`src/rtl/pipe_stage_reg_if.sv`:
```
// Stream bus between the upstream producer, the pipeline stage register and the downstream consumer.
// A beat moves on a rising edge when its valid and ready are both high; valid never waits on ready.
interface pipe_stage_reg_if #(
    parameter int DATA_W = 96
);
    logic              in_valid;
    logic [DATA_W-1:0] in_data;
    logic              in_ready;
    logic              out_valid;
    logic [DATA_W-1:0] out_data;
    logic              out_ready;

    modport master (
        output in_valid, in_data, out_ready,
        input  in_ready, out_valid, out_data
    );

    modport slave (
        input  in_valid, in_data, out_ready,
        output in_ready, out_valid, out_data
    );
endinterface

```
`src/rtl/pipe_stage_reg.sv`:
```
// Pipeline stage register with optional two-entry skid buffer, synchronous flush
// and a saturating count of entries discarded by flush.
module pipe_stage_reg #(
    parameter int DATA_W  = 96,
    parameter int SKID_EN = 1,
    parameter int CNT_W   = 8
) (
    input  logic             clk,
    input  logic             reset,
    input  logic             flush,
    pipe_stage_reg_if.slave  bus,
    output logic [1:0]       occupancy,
    output logic [CNT_W-1:0] drop_cnt,
    output logic [1:0]       dbg_state
);

    typedef enum logic [1:0] {
        EMPTY = 2'd0,
        FULL  = 2'd1,
        SKID  = 2'd2
    } state_t;

    state_t            state_q, state_d;
    logic [DATA_W-1:0] main_q, main_d;
    logic [DATA_W-1:0] skid_q, skid_d;
    logic [CNT_W-1:0]  drop_q, drop_d;
    logic [CNT_W:0]    drop_sum;
    logic              accept;
    logic              consume;

    generate
        if (SKID_EN != 0) begin : g_skid
            logic in_ready_q;
            // Registered from the next state so upstream never sees a path from out_ready.
            always_ff @(posedge clk or posedge reset) begin
                if (reset) in_ready_q <= 1'b1;
                else       in_ready_q <= (state_d != SKID);
            end
            assign bus.in_ready = in_ready_q;
        end else begin : g_noskid
            assign bus.in_ready = !bus.out_valid | bus.out_ready;
        end
    endgenerate

    assign accept        = bus.in_valid & bus.in_ready;
    assign consume       = bus.out_valid & bus.out_ready;
    assign bus.out_valid = (state_q != EMPTY);
    assign bus.out_data  = main_q;
    assign drop_cnt      = drop_q;
    assign dbg_state     = state_q;

    always_comb begin
        occupancy = 2'd0;
        case (state_q)
            FULL:    occupancy = 2'd1;
            SKID:    occupancy = 2'd2;
            default: occupancy = 2'd0;
        endcase
    end

    assign drop_sum = {1'b0, drop_q} + (CNT_W+1)'(occupancy);

    always_comb begin
        state_d = state_q;
        main_d  = main_q;
        skid_d  = skid_q;
        drop_d  = drop_q;
        if (flush) begin
            state_d = EMPTY;
            main_d  = '0;
            skid_d  = '0;
            drop_d  = drop_sum[CNT_W] ? {CNT_W{1'b1}} : drop_sum[CNT_W-1:0];
        end else begin
            case (state_q)
                EMPTY: begin
                    if (accept) begin
                        main_d  = bus.in_data;
                        state_d = FULL;
                    end
                end
                FULL: begin
                    case ({accept, consume})
                        2'b11: main_d  = bus.in_data;
                        2'b01: state_d = EMPTY;
                        2'b10: begin
                            if (SKID_EN != 0) begin
                                skid_d  = bus.in_data;
                                state_d = SKID;
                            end
                        end
                        default: ;
                    endcase
                end
                SKID: begin
                    if (consume) begin
                        main_d  = skid_q;
                        state_d = FULL;
                    end
                end
                default: state_d = EMPTY;
            endcase
        end
    end

    always_ff @(posedge clk or posedge reset) begin
        if (reset) begin
            state_q <= EMPTY;
            main_q  <= '0;
            skid_q  <= '0;
            drop_q  <= '0;
        end else begin
            state_q <= state_d;
            main_q  <= main_d;
            skid_q  <= skid_d;
            drop_q  <= drop_d;
        end
    end

endmodule
```
`src/flat_wrapper.sv`:
```
// flat-port wrapper written by rule: the top's interface ports become plain ports
module pipe_stage_reg_flat 
#(
    parameter int DATA_W  = 96,
    parameter int SKID_EN = 1,
    parameter int CNT_W   = 8
)
  (clk, reset, flush, occupancy, drop_cnt, dbg_state, bus_in_valid, bus_in_data, bus_out_ready, bus_in_ready, bus_out_valid, bus_out_data);
  pipe_stage_reg_if #(.DATA_W(DATA_W)) bus_i ();
  input  logic clk;
  input  logic reset;
  input  logic flush;
  output logic [1:0] occupancy;
  output logic [CNT_W-1:0] drop_cnt;
  output logic [1:0] dbg_state;
  input wire logic [$bits(bus_i.in_valid)-1:0] bus_in_valid;
  input wire logic [$bits(bus_i.in_data)-1:0] bus_in_data;
  input wire logic [$bits(bus_i.out_ready)-1:0] bus_out_ready;
  output wire logic [$bits(bus_i.in_ready)-1:0] bus_in_ready;
  output wire logic [$bits(bus_i.out_valid)-1:0] bus_out_valid;
  output wire logic [$bits(bus_i.out_data)-1:0] bus_out_data;
  assign bus_i.in_valid = bus_in_valid;
  assign bus_i.in_data = bus_in_data;
  assign bus_i.out_ready = bus_out_ready;
  assign bus_in_ready = bus_i.in_ready;
  assign bus_out_valid = bus_i.out_valid;
  assign bus_out_data = bus_i.out_data;
  pipe_stage_reg #(.DATA_W(DATA_W), .SKID_EN(SKID_EN), .CNT_W(CNT_W)) u_core (.clk(clk), .reset(reset), .flush(flush), .bus(bus_i), .occupancy(occupancy), .drop_cnt(drop_cnt), .dbg_state(dbg_state));
endmodule
```
`config.mk`:
```
export PLATFORM = sky130hd
export DESIGN_NAME = pipe_stage_reg_flat
export DESIGN_NICKNAME = d
export VERILOG_FILES = /design/src/rtl/pipe_stage_reg_if.sv /design/src/rtl/pipe_stage_reg.sv /design/src/flat_wrapper.sv
export SDC_FILE = /design/constraint.sdc
export NUM_CORES = 1
export LEC_CHECK = 0
export BUFFER_PORTS_ARGS = -buffer_cell sky130_fd_sc_hd__buf_2
export CAP_MARGIN = 20
export CORE_MARGIN = 4
export CORE_UTILIZATION = 40
export CTS_BUF_LIST = sky130_fd_sc_hd__clkbuf_16
export CTS_CLUSTER_SIZE = 20
export DETAILED_ROUTE_END_ITERATION = 12
export PLACE_DENSITY_LB_ADDON = 0.08
export SETUP_SLACK_MARGIN = 0.2
export SLEW_MARGIN = 0
export SYNTH_ARGS = -nofsm -noshare
export SYNTH_HDL_FRONTEND = slang
export SYNTH_SLANG_ARGS = --single-unit
export TNS_END_PERCENT = 20
```
`constraint.sdc`:
```
create_clock -name clk -period 15.4 [get_ports clk]
set_clock_uncertainty 0.15 [all_clocks]
set_input_delay 3.85 -clock clk [delete_from_list [all_inputs] [get_ports clk]]
set_output_delay 3.85 -clock clk [all_outputs]
set_load 0.03 [all_outputs]
```
==> results.py, run 1 <==
metrics = {
    "synthesis": {
        "synth_area_sq_um": 8650,
        "synth-compound-area-share": 0.187,
        "synthCells": 712,
        "synthXorXnorAreaFrac": 0.00101,
        "syn_nets": 816,
        "synthMuxAreaShare": 0.118,
        "synth-adder-area-share": 0.00520,
        "syn_area_per_cell_sq_um": 12.2,
        "synth_top_family_by_area": "compound AO/OA/AOI/OAI gates",
        "yosys.area_share.simple": 0.0627,
        "synth_warnings": 0,
        "yosysUniqueCellTypes": 33,
        "ys_seq_area_frac": 0.587,
        "synth-seq-cells": 203,
    },
    "timing": {
        "tns_ns": 0,
        "report.final.setup_viol": 0,
        "setup_slack_ns": 8.47,
        "max-slew-margin-rel": 0.335,
        "worstMarginPinSlew_ns": 0.998,
        "drv_slew": 0,
        "fmax_mhz": 144,
        "finalCritPeriodShare": 0.450,
        "rsz0062_at_grt": "false",
        "fin_crit_ns": 6.93,
        "hold_viol": 0,
    },
    "cells_and_area": {
        "seq_area_sq_um": 5080,
        "final_nets": 997,
        "final_cells": 1188,
        "multiInputGateArea_sq_um": 3270,
        "mostFrequentLayoutCells": "buf_2, dfrtp_1, nor2_1",
        "final_common_cell": "buf_2",
        "drive_above_1_share": 0.292,
        "n_fill_cell": 1906,
        "syn_to_final_growth_pct": 23.6,
    },
    "worst_setup_path": {
        "cp_max_fo": 52,
        "cp-end-kind": "primary output",
        "worst-path-buf-inv": 3,
        "regToRegSetupSlack_ns": 11.98,
        "crit_type": "flip-flop to primary output",
        "rr_worst_depth": 8,
        "crit_slowest_cell": "buf_4",
        "cp-start-kind": "flip-flop",
        "arrival_ns": 2.93,
        "crit_chain": "nand2b_4, inv_2, buf_4, buf_2",
        "r2r-end": "u_core.drop_cnt[7]$_DFFE_PP0P_",
        "worstPathRequired_ns": 11.40,
        "cp_top_family": "buffers and inverters",
        "r2r_start": "u_core.dbg_state[1]$_DFF_PP0_",
        "crit_path_max_incr_delay_ns": 0.73,
    },
    "worst_hold_path": {
        "min_from": "u_core.skid_q[94]$_DFFE_PP0P_",
        "hold_class": "flip-flop to flip-flop",
        "whs_path_depth": 1,
        "holdPathEnd": "u_core.skid_q[94]$_DFFE_PP0P_",
    },
    "drt": {
        "drc_errors": 0,
        "wl_per_cell_microns": 18.9,
        "ant_nets": 0,
        "vias": 6423,
        "drt_wl_total_microns": 22500,
        "drt-initial-drc-count": 300,
        "first_pass_iters": 4,
        "avgViaCountPerCell": 5.41,
    },
    "floorplan": {
        "die_width_microns": 155,
        "std_cell_rows": 53,
        "initial_core_util": 0.409,
        "pin_count": 211,
        "core-area_sq_um": 21200,
        "dieArea_sq_um": 24100,
        "die_h_microns": 155,
    },
    "grt": {
        "grt_pass1_vias": 6727,
        "antenna_found_initial": 4,
        "grt_start_max_net_pins": 144,
        "grt_pass1_wl_microns": 36300,
        "grt_use_total": 0.183,
        "overflow": 0,
    },
    "status": {
        "outcome": "completed",
    },
    "clocking": {
        "holdBufCountCts": 0,
        "clkSlewWorstSetupHoldPaths_ns": 0.06,
        "insertion_delay_ns": 0.50,
        "cts_sinks": 203,
        "post_cts_buffers": 0,
        "clockBufferDepth": 3,
        "cts-root-buf": "clkbuf_16",
        "cts_resized": 0,
        "cts_tree": "done",
        "numCtsBuffers": 24,
        "htree_levels": 1,
    },
    "power": {
        "power.leakage_nw": 5.48,
        "power_density_nw_per_um2": 130,
        "max-vdd-ir-drop_v": 0.0000621,
    },
    "placement": {
        "dp.cells": 1139,
        "hpwl_microns": 13600,
        "dp_slack_ns": 8.95,
        "place.gp.congestion": 0.770,
        "place.port_buffers": 210,
    },
    "run": {
        "cap_violations": 0,
    },
}
-- metrics by stage --
| step | utilization | total power, mW | instance area (sq um) | hold slack (ns) |
|---|---|---|---|---|
| finish | 0.506 | 1.39 | 10700 | 0.352 |
| global route | 0.505 | 1.46 | 10700 | 0.368 |
| CTS | 0.502 | 1.41 | 10600 | 0.357 |
| detailed placement | 0.464 | 0.848 | 9820 | 0.341 |
| global placement | 0.464 | 0.843 | 9820 | 0.336 |
| floorplan | - | 0.765 | 8650 | 0.322 |
-- area by class of cell --
class                           instances  area share
Antenna cell                            2    0.000468
Inverter                                5     0.00246
Sequential cell                       203       0.475
Tap cell                              275      0.0322
Clock inverter                         19      0.0149
Clock buffer                           25      0.0585
Timing Repair Buffer                  220       0.111
Multi-Input combinational cell        439       0.305
-- per-layer routing --
layer  share of wire  track usage  up-vias  wire, microns
met4           0.023       0.0437        8            528
met2            0.46        0.293      189          10400
met5          0.0018            0        -             41
li1                -            -     2998              -
met3           0.068       0.0462       45           1520
met1            0.44        0.251     3183           9940
-- worst reg2reg max path: cells and delay by family, from the launching register on --
| family | cells | cell delay, ns |
|---|---|---|
| buffers and inverters | 2 | 0.92 |
| multiplexers | 1 | 0.36 |
| AND/OR/NAND/NOR | 3 | 0.87 |
| adder cells (fa/ha/maj) | 1 | 0.28 |
| AO/OA/AOI/OAI | 1 | 0.14 |
| flip-flops | 1 | 0.56 |
-- flip-flops by register name, indices dropped and copies added (netlist names) --
| register | flops |
|---|---|
| u_core.dbg_state | 2 |
| u_core.drop_cnt | 8 |
| u_core.bus.in_ready | 1 |
| u_core.skid_q | 96 |
| u_core.bus.out_data | 96 |
-- synth_stat cells, drive strengths merged --
| cell type | count | area [sq um] |
|---|---|---|
| or2 | 1 | 6.26 |
| fa | 1 | 20.0 |
| clkbuf | 23 | 86.3 |
| nand4b | 1 | 8.76 |
| buf | 42 | 229 |
| a22o | 96 | 841 |
| nor2 | 105 | 397 |
| a21oi | 2 | 10.0 |
| inv | 5 | 18.8 |
| o22a | 1 | 8.76 |
| a211oi | 96 | 721 |
| a21o | 1 | 7.51 |
| ha | 2 | 25.0 |
| nand3 | 4 | 20.0 |
| o21ai | 2 | 10.0 |
| nor3 | 2 | 15.0 |
| nor2b | 4 | 25.0 |
| nand2b | 3 | 18.8 |
| dfstp | 1 | 26.3 |
| xor2 | 1 | 8.76 |
| mux2 | 3 | 33.8 |
| nand2 | 12 | 45.0 |
| o31ai | 1 | 12.5 |
| mux2i | 99 | 991 |
| nand3b | 1 | 7.51 |
| o21a | 1 | 7.51 |
| dfrtp | 202 | 5050 |
-- cells by family (layout without fill, tap and decap cells) --
group                      after synthesis  in the layout
DFF                                    203            203
AOI/OAI and AO/OA                      200            200
and+or+nand+nor                        133            133
muxes                                  102            102
buffers and inverters                   70            269
adders and majority gates                3              3
xor gates and xnor gates                 1              1
other                                    0              2
-- where the power goes --
group | internal [mW] | total [mW] | switching [mW]
combinational | 0.0750 | 0.237 | 0.162
clock | 0.342 | 0.557 | 0.215
sequential | 0.572 | 0.600 | 0.0273
total | 0.989 | 1.39 | 0.405
-- how the worst max path moves through the flow --
stage / start / endpoint / slack, ns / depth (start not counted)
5_1_grt: u_core.dbg_state[1]$_DFF_PP0_ / occupancy[1] / 8.29 / 4
3_5_place_dp: u_core.dbg_state[1]$_DFF_PP0_ / occupancy[1] / 8.95 / 4
3_3_place_gp: u_core.dbg_state[1]$_DFF_PP0_ / occupancy[1] / 8.95 / 4
2_1_floorplan: reset / u_core.bus.out_data[0]$_DFFE_PP0P_ / 5.86 / 1
6_report: u_core.dbg_state[1]$_DFF_PP0_ / occupancy[1] / 8.47 / 4
4_1_cts: u_core.dbg_state[1]$_DFF_PP0_ / occupancy[1] / 8.40 / 4
(Power assumes the default switching activity.)
==> inputs of run 2 (changes only) <==
Clock period 15.4 ns to 5.8 ns, I/O delays scaled along.
==> run 2 against run 1 <==
Compared with the run above: die area stayed put; clock-buffer cell count decreased by 2; non-clock buffer count is 2 lower; highest routed layer unchanged.
==> results.py, run 2 (synthesized netlist as in run 1, its figures left out) <==
metrics = {
    "grt": {
        "grt_pass1_vias": 6778,
        "grt_start_max_net_pins": 204,
        "grt_use_total": 0.181,
        "overflow": 0,
        "grt_pass1_wl_microns": 35800,
        "antenna_found_initial": 4,
    },
    "worst_hold_path": {
        "hold_class": "flip-flop to flip-flop",
    },
    "cells_and_area": {
        "mostFrequentLayoutCells": "buf_2, dfrtp_1, nor2_1",
        "syn_to_final_growth_pct": 22.7,
        "n_fill_cell": 1932,
        "final_cells": 1181,
        "drive_above_1_share": 0.292,
        "final_common_cell": "buf_2",
        "final_nets": 994,
    },
    "timing": {
        "max-slew-margin-rel": 0.222,
        "fin_crit_ns": 4.22,
        "rsz0062_at_grt": "false",
        "hold_viol": 0,
        "report.final.setup_viol": 0,
        "worstMarginPinSlew_ns": 1.17,
        "fmax_mhz": 237,
        "drv_slew": 0,
        "finalCritPeriodShare": 0.727,
        "tns_ns": 0,
    },
    "placement": {
        "dp.cells": 1140,
        "hpwl_microns": 14000,
        "place.port_buffers": 210,
        "place.gp.congestion": 0.795,
    },
    "clocking": {
        "htree_levels": 1,
        "cts_resized": 0,
        "post_cts_buffers": 0,
        "insertion_delay_ns": 0.50,
        "cts_sinks": 203,
        "cts-root-buf": "clkbuf_16",
        "cts_tree": "done",
        "numCtsBuffers": 23,
        "holdBufCountCts": 0,
        "clockBufferDepth": 3,
        "clkSlewWorstSetupHoldPaths_ns": 0.05,
    },
    "power": {
        "power_density_nw_per_um2": 340,
        "power.leakage_nw": 5.44,
        "max-vdd-ir-drop_v": 0.000190,
    },
    "worst_setup_path": {
        "worstPathRequired_ns": 4.20,
        "crit_slowest_cell": "inv_2",
        "cp-end-kind": "primary output",
        "worst-path-buf-inv": 2,
        "cp_top_family": "buffers and inverters",
        "crit_type": "flip-flop to primary output",
        "cp_max_fo": 49,
        "cp-start-kind": "flip-flop",
        "arrival_ns": 2.62,
        "crit_path_max_incr_delay_ns": 0.68,
        "crit_chain": "nand2b_4, inv_2, buf_2",
    },
    "drt": {
        "avgViaCountPerCell": 5.41,
        "first_pass_iters": 4,
        "ant_nets": 0,
        "drt_wl_total_microns": 22200,
        "drc_errors": 0,
        "vias": 6384,
        "drt-initial-drc-count": 204,
        "wl_per_cell_microns": 18.8,
    },
    "status": {
        "outcome": "completed",
    },
    "floorplan": {
        "die_h_microns": 155,
        "initial_core_util": 0.409,
        "core-area_sq_um": 21200,
        "pin_count": 211,
        "die_width_microns": 155,
        "dieArea_sq_um": 24100,
        "std_cell_rows": 53,
    },
    "run": {
        "cap_violations": 0,
    },
}
run 2: final cells by class:
type	instances	area, sq um	area share
Sequential cell	203	5080	0.478
Multi-Input combinational cell	439	3270	0.308
Timing Repair Buffer	218	1180	0.111
Clock buffer	23	576	0.0542
Tap cell	275	344	0.0324
Clock inverter	17	143	0.0134
Inverter	5	22.5	0.00212
Antenna cell	1	2.50	0.000236
run 2: per-layer routing:
layer,share of wire,up-vias,wire length [microns],GRT usage
met2,0.47,180,10500,0.296
li1,-,2981,-,-
met4,0.024,6,530,0.0526
met3,0.064,42,1420,0.0412
met1,0.44,3175,9690,0.241
met5,0.0015,-,34,0
run 2: worst reg2reg max path, cell delays in order, from the launching register on:
cell	delay (ns)
dfrtp_1	0.56
nand2b_4	0.56
inv_2	0.69
buf_4	0.60
ha_1	0.25
a21o_1	0.13
nand2_1	0.07
nor3_1	0.22
mux2_2	0.36
run 2: metrics by stage:
stage	total power, mW	setup WS (ns)	area (sq um)	hold slack, ns	utilization
after floorplan	2.03	1.57	8660	0.322	-
after global placement	2.24	2.11	9870	0.333	0.467
after detailed placement	2.25	2.04	9900	0.340	0.468
after CTS	3.66	1.52	10600	0.347	0.502
after global routing	3.78	1.40	10600	0.362	0.502
final	3.61	1.58	10600	0.345	0.502
run 2: report_power, final:
group | total [mW] | switching (mW) | internal (mW) | leakage [nW]
registers | 1.59 | 0.0727 | 1.52 | 2.72
clock network | 1.39 | 0.576 | 0.812 | 0.367
logic | 0.626 | 0.428 | 0.198 | 2.35
total | 3.61 | 1.08 | 2.53 | 5.44
run 2: worst paths after layout:
kind,from,endpoint,slack [ns],cells past startpoint
worst max-delay path,u_core.dbg_state[1]$_DFF_PP0_,occupancy[1],1.58,3
worst min-delay path,u_core.drop_cnt[4]$_DFFE_PP0P_,u_core.drop_cnt[4]$_DFFE_PP0P_,0.34,1
worst max register to register,u_core.dbg_state[1]$_DFF_PP0_,u_core.drop_cnt[7]$_DFFE_PP0P_,2.10,8
worst min register to register,u_core.drop_cnt[4]$_DFFE_PP0P_,u_core.drop_cnt[4]$_DFFE_PP0P_,0.34,1
max in group asynchronous,reset,u_core.bus.out_data[11]$_DFFE_PP0P_,3.54,3
min in group asynchronous,reset,u_core.bus.out_data[41]$_DFFE_PP0P_,1.06,3
